$ cat config.mk
export PLATFORM = sky130hd
export DESIGN_NAME = tape_csw_player_flat
export DESIGN_NICKNAME = d
export VERILOG_FILES = /design/src/rtl/tape_csw_if.sv /design/src/rtl/tape_csw_player.sv /design/src/flat_wrapper.sv
export SDC_FILE = /design/constraint.sdc
export NUM_CORES = 1
export LEC_CHECK = 0
export BUFFER_PORTS_ARGS = -buffer_cell sky130_fd_sc_hd__buf_2
export CAP_MARGIN = 20
export CORE_MARGIN = 8
export CORE_UTILIZATION = 40
export DETAILED_ROUTE_END_ITERATION = 10
export SKIP_LAST_GASP = 1
export SLEW_MARGIN = 20
export SYNTH_ARGS = -nofsm -noshare
export SYNTH_HDL_FRONTEND = slang
export SYNTH_SLANG_ARGS = --single-unit
$ cat constraint.sdc
create_clock -name clk -period 4.6 [get_ports clk]
set_clock_uncertainty 0.05 [all_clocks]
set_input_delay 0.46 -clock clk [delete_from_list [all_inputs] [get_ports clk]]
set_output_delay 0.46 -clock clk [all_outputs]
set_load 0.02 [all_outputs]
$ cat src/rtl/tape_csw_if.sv
// Byte-stream handshake between the SDRAM/file loader and the CSW player.
interface tape_csw_if;
  logic [7:0] data_in;
  logic       data_valid;
  logic       eof;
  logic       data_req;

  // Loader side: presents bytes, watches the request
  modport master (
    output data_in,
    output data_valid,
    output eof,
    input  data_req
  );

  // Player side: requests and consumes bytes
  modport slave (
    input  data_in,
    input  data_valid,
    input  eof,
    output data_req
  );
endinterface

$ cat src/rtl/tape_csw_player.sv
// CSW v1 (RLE pulse-length) tape player driving the motherboard tape_in line.
// A fractional accumulator turns clk into sample ticks at the image's rate;
// each pulse length (in ticks) is read from the byte stream, and tape_in
// toggles once the pulse has elapsed. The motor relay gates the tick source.
module tape_csw_player #(
  parameter int unsigned CLK_HZ = 64000000,
  parameter int unsigned ACC_W  = 27
) (
  input  logic        clk,
  input  logic        reset,
  input  logic        play,
  input  logic        motor,
  input  logic [19:0] rate,
  input  logic        init_level,
  tape_csw_if.slave   src,
  output logic        tape_in,
  output logic        active,
  output logic        underrun
);

  localparam logic [ACC_W-1:0] MOD = ACC_W'(CLK_HZ);

  typedef enum logic [2:0] {
    S_IDLE, S_FETCH, S_EXT0, S_EXT1, S_EXT2, S_EXT3, S_RUN, S_DONE
  } state_t;

  state_t           state_q, state_d;
  logic [ACC_W-1:0] acc_q, acc_d, acc_sum;
  logic [31:0]      cnt_q, cnt_d, ext_len;
  logic             tape_d, und_d, req_d, act_d;
  logic             tick_c, accept_c, fetch_c;

  // Next-state, pulse counter, accumulator and output-level logic
  always_comb begin
    acc_sum  = acc_q + ACC_W'(rate);
    tick_c   = motor && (acc_sum >= MOD);
    accept_c = src.data_req && src.data_valid;
    fetch_c  = state_q inside {S_FETCH, S_EXT0, S_EXT1, S_EXT2, S_EXT3};
    ext_len  = {src.data_in, cnt_q[23:0]};
    state_d  = state_q;
    cnt_d    = cnt_q;
    tape_d   = tape_in;
    und_d    = underrun;
    acc_d    = acc_q;
    if (motor) acc_d = tick_c ? (acc_sum - MOD) : acc_sum;

    if (state_q != S_IDLE && !play) begin
      // Stop: drop back to IDLE holding the line level, byte not taken
      state_d = S_IDLE;
    end else begin
      case (state_q)
        S_IDLE: begin
          if (play) begin
            tape_d  = init_level;
            und_d   = 1'b0;
            acc_d   = '0;
            state_d = S_FETCH;
          end
        end
        S_FETCH: begin
          if (accept_c) begin
            if (src.data_in != 8'd0) begin
              cnt_d   = {24'd0, src.data_in};
              state_d = S_RUN;
            end else begin
              state_d = S_EXT0;
            end
          end else if (src.eof) begin
            state_d = S_DONE;
          end
        end
        S_EXT0, S_EXT1, S_EXT2: begin
          if (accept_c) begin
            case (state_q)
              S_EXT0:  begin cnt_d[7:0]   = src.data_in; state_d = S_EXT1; end
              S_EXT1:  begin cnt_d[15:8]  = src.data_in; state_d = S_EXT2; end
              default: begin cnt_d[23:16] = src.data_in; state_d = S_EXT3; end
            endcase
          end else if (src.eof) begin
            state_d = S_DONE;
          end
        end
        S_EXT3: begin
          if (accept_c) begin
            // A zero extended length still plays as one tick
            cnt_d   = (ext_len == 32'd0) ? 32'd1 : ext_len;
            state_d = S_RUN;
          end else if (src.eof) begin
            state_d = S_DONE;
          end
        end
        S_RUN: begin
          if (tick_c) begin
            if (cnt_q > 32'd1) begin
              cnt_d = cnt_q - 32'd1;
            end else begin
              tape_d  = ~tape_in;
              state_d = S_FETCH;
            end
          end
        end
        default: ;
      endcase
      // A tick while still waiting for length bytes is lost
      if (fetch_c && tick_c) und_d = 1'b1;
    end

    req_d = state_d inside {S_FETCH, S_EXT0, S_EXT1, S_EXT2, S_EXT3};
    act_d = !(state_d inside {S_IDLE, S_DONE});
  end

  // State and registered outputs
  always_ff @(posedge clk) begin
    if (reset) begin
      state_q      <= S_IDLE;
      acc_q        <= '0;
      cnt_q        <= '0;
      tape_in      <= 1'b0;
      underrun     <= 1'b0;
      src.data_req <= 1'b0;
      active       <= 1'b0;
    end else begin
      state_q      <= state_d;
      acc_q        <= acc_d;
      cnt_q        <= cnt_d;
      tape_in      <= tape_d;
      underrun     <= und_d;
      src.data_req <= req_d;
      active       <= act_d;
    end
  end

endmodule

$ cat src/flat_wrapper.sv
// flat-port wrapper written by rule: the top's interface ports become plain ports
module tape_csw_player_flat 
#(
  parameter int unsigned CLK_HZ = 64000000,
  parameter int unsigned ACC_W  = 27
)
  (clk, reset, play, motor, rate, init_level, tape_in, active, underrun, src_data_in, src_data_valid, src_eof, src_data_req);
  tape_csw_if src_i ();
  input  logic clk;
  input  logic reset;
  input  logic play;
  input  logic motor;
  input  logic [19:0] rate;
  input  logic init_level;
  output logic tape_in;
  output logic active;
  output logic underrun;
  input wire logic [$bits(src_i.data_in)-1:0] src_data_in;
  input wire logic [$bits(src_i.data_valid)-1:0] src_data_valid;
  input wire logic [$bits(src_i.eof)-1:0] src_eof;
  output wire logic [$bits(src_i.data_req)-1:0] src_data_req;
  assign src_i.data_in = src_data_in;
  assign src_i.data_valid = src_data_valid;
  assign src_i.eof = src_eof;
  assign src_data_req = src_i.data_req;
  tape_csw_player #(.CLK_HZ(CLK_HZ), .ACC_W(ACC_W)) u_core (.clk(clk), .reset(reset), .play(play), .motor(motor), .rate(rate), .init_level(init_level), .src(src_i), .tape_in(tape_in), .active(active), .underrun(underrun));
endmodule
==> results.sh <==
export IMPL_drc=0
export IMPL_cp_slowest_cell="or4_1"
export IMPL_n_antenna_cell=0
export IMPL_drt_iter0_drc=565
export IMPL_finalCritPeriodShare=0.960
export IMPL_yosysWarnings=0
export IMPL_yosysSeqAreaShare=0.235
export IMPL_detail_route_antenna_nets=0
export IMPL_synth_area_leaders="dfxtp_1 23%, ha_1 5.3%, nor2_1 5.0%, a21oi_1 5.0%, nand2_1 4.5%"
export IMPL_worstPathCellList="ha_2, inv_1, fa_2, nand2b_4, a211oi_4, o21a_1, nor4_1, a211oi_2, ha_2, nand3b_1, or4_4, nor4b_4, nand4_1, a41oi_2, a21o_4, nand2_4, or4_1, a32o_1"
export IMPL_netlist_area_um2=5630
export IMPL_vias=6203
export IMPL_synthCells=748
export IMPL_pin_count=39
export IMPL_clk_path_buf_depth=2
export IMPL_overflow=0
export IMPL_wl_um=18300
export IMPL_cp_start_kind="flip-flop"
export IMPL_insertion_delay_ns=0.35
export IMPL_path_max_fanout=5
export IMPL_track_usage=0.198
export IMPL_crit_path_end_kind="flip-flop"
export IMPL_cts_tree="done"
export IMPL_wl_per_cell_um=18.3
export IMPL_leakagePower_nw=2.60
export IMPL_cts_max_level=3
export IMPL_placed_cells=975
export IMPL_portBuffers=38
export IMPL_hp_start="u_core.acc_q[10]"
export IMPL_r2r_slack_ns=0.19
export IMPL_grt_max_degree=42
export IMPL_hold_path_class="flip-flop to flip-flop"
export IMPL_power_density_nw_per_um2=364
export IMPL_path_class="flip-flop to flip-flop"
export IMPL_synth_top_cell_area_share=0.235
export IMPL_final_nets=874
export IMPL_die_y_um=135
export IMPL_die_w_um=135
export IMPL_synth_distinct_cells=87
export IMPL_setup_viol=0
export IMPL_syn2layout_area_growth_pct=17.7
export IMPL_post_route_min_period_ns=4.41
export IMPL_crit_top_cell="ha_2"
export IMPL_cts_buffers=9
export IMPL_postSynthAreaPerCell_um2=7.52
export IMPL_critPathMaxStageDelay_ns=0.48
export IMPL_whs_ns=0.423
export IMPL_ys_ff_latch=66
export IMPL_r2r_end="u_core.cnt_q[11]"
export IMPL_rr_worst_depth=18
export IMPL_synthesis_nets=808
export IMPL_dp_final_hpwl_um=13400
export IMPL_whs_path_depth=2
export IMPL_ir_drop_v=0.000186
export IMPL_dr_pass1_iters=5
export IMPL_final_core_util=0.479
export IMPL_maxSlewViolCount=0
export IMPL_grt_pass1_wl_um=29100
export IMPL_yosysTopAreaCell="dfxtp_1"
export IMPL_relSlewSlack=0.444
export IMPL_hold_end="u_core.acc_q[10]"
export IMPL_ys_async_sr_fraction=0
export IMPL_r2r_start="u_core.acc_q[0]"
export IMPL_critPathArrivalTime_ns=4.60
export IMPL_drive_gt1_frac=0.173
export IMPL_dp_slack_ns=-0.210
export IMPL_viasPerCell=6.21
export IMPL_fmax_mhz=227
export IMPL_start_util=0.407
export IMPL_critPathLaunch="u_core.acc_q[0]"
export IMPL_clock_sinks=66
export IMPL_setup_slack_ns=0.186
export IMPL_synth_edff_count=0
export IMPL_final_hold_viol_count=0
export IMPL_placeableCoreArea_um2=13800
export IMPL_status="completed"
export IMPL_required_ns=4.79
export IMPL_worst_pin_slew_ns=0.834
export IMPL_dieArea_um2=18100
export IMPL_antenna_found_initial=0
export IMPL_globalplace_congestion=0.937
export IMPL_synth_flop_cell="dfxtp_1"
export IMPL_clk_pin_slew_worst_paths_ns=0.06
export IMPL_cts_root_buffer="clkbuf_16"
export IMPL_grt_pass1_vias=5784
export IMPL_fin_cells=999
export IMPL_cap_violations=0
export IMPL_row_count=43
worst max-delay path by stage:
stage	to
final	u_core.cnt_q[11]
after detailed placement	u_core.cnt_q[11]
after floorplan	u_core.cnt_q[11]
after CTS	u_core.cnt_q[11]
after global routing	u_core.cnt_q[11]
after global placement	u_core.cnt_q[11]
metrics by stage:
stage	setup TNS [ns]	power [mW]	area [um2]
after floorplan	0	1.39	5630
after global placement	-0.0775	1.66	6220
after detailed placement	-3.67	1.68	6220
after CTS	0	2.39	6520
after global routing	-0.0732	2.55	6620
final	0	2.41	6620
layout by cell type (no fill, tap or decap), types with 10 or more instances in the layout:
| cell type | instances |
|---|---|
| a211oi_1 | 16 |
| a21oi_1 | 56 |
| a22oi_1 | 11 |
| and3_1 | 17 |
| buf_2 | 40 |
| buf_4 | 49 |
| dfxtp_1 | 65 |
| ha_1 | 22 |
| inv_1 | 16 |
| mux2i_1 | 12 |
| nand2_1 | 67 |
| nand3_1 | 31 |
| nand4_1 | 15 |
| nor2_1 | 75 |
| nor3_1 | 28 |
| nor4_1 | 11 |
| o211ai_1 | 12 |
| o21ai_0 | 40 |
| o21ai_1 | 10 |
| or3_1 | 18 |
| xnor2_1 | 17 |
| xor2_1 | 11 |
synthesized netlist by cell type, types with 6 or more instances:
cell / n
nor2_1: 75
nand2_1: 67
dfxtp_1: 66
a21oi_1: 56
o21ai_0: 40
nand3_1: 31
nor3_1: 28
ha_1: 24
clkbuf_1: 20
or3_1: 19
a211oi_1: 17
and3_1: 17
xnor2_1: 17
inv_1: 16
nand4_1: 15
mux2i_1: 12
nor4_1: 12
o211ai_1: 12
a22oi_1: 11
xor2_1: 11
buf_2: 10
o21ai_1: 10
a21o_1: 9
o31ai_1: 9
a32o_1: 8
nand2b_1: 8
o311ai_0: 8
and2_1: 7
a31oi_1: 6
nor2b_1: 6
o21a_1: 6
final cells by class:
type | instances | area [um2]
clock buffer | 11 | 233
clock inverter | 5 | 55.1
fill | 1391 | 7210
inverter | 18 | 67.6
multi-input combinational | 629 | 4140
sequential | 66 | 1320
tap | 180 | 225
timing repair buffer | 90 | 579
registers in the layout, summed over array words and instances (netlist names):
signal / flops
u_core.state_q: 3
u_core.src.data_req: 1
u_core.tape_in: 1
u_core.active: 1
u_core.underrun: 1
u_core.acc_q: 27
u_core.cnt_q: 32
per-layer routing:
metal,wire length (um),up-vias,track usage
met1,8580,2955,0.263
met3,1080,34,0.0316
met5,0,-,0
met4,430,0,0.0861
met2,8210,226,0.309
li1,-,2988,-
power by group:
part           internal, mW  switching (mW)  total [mW]
logic                 0.400           0.635        1.03
registers             0.616          0.0601       0.676
clock network         0.418           0.284       0.702
total                  1.43           0.979        2.41
critical path, delay by kind of cell, from the launching register on:
kind                     cells  cell delay [ns]
AND/OR/NAND/NOR              8             1.70
AO/OA/AOI/OAI                6             1.47
adder cells (fa/ha/maj)      3             0.72
flip-flops                   1             0.33
buffers and inverters        1             0.05
cell families after synthesis:
family	Yosys count	synth area share
xor gates and xnor gates	28	0.0436
AOI/OAI and AO/OA	245	0.308
muxes	13	0.0233
buffers and inverters	53	0.0396
DFF	66	0.235
and+or+nand+nor	318	0.294
adders and majority gates	25	0.0569
what timing repair did:
item | CTS | global route
hold buffers | 0 | 0
gates cloned | 0 | 1
setup buffers | 2 | 5
pin swaps | 3 | 10
gates resized for setup | 0 | 16
endpoints found under the setup margin | 5 | 44
(Power assumes the default switching activity.)
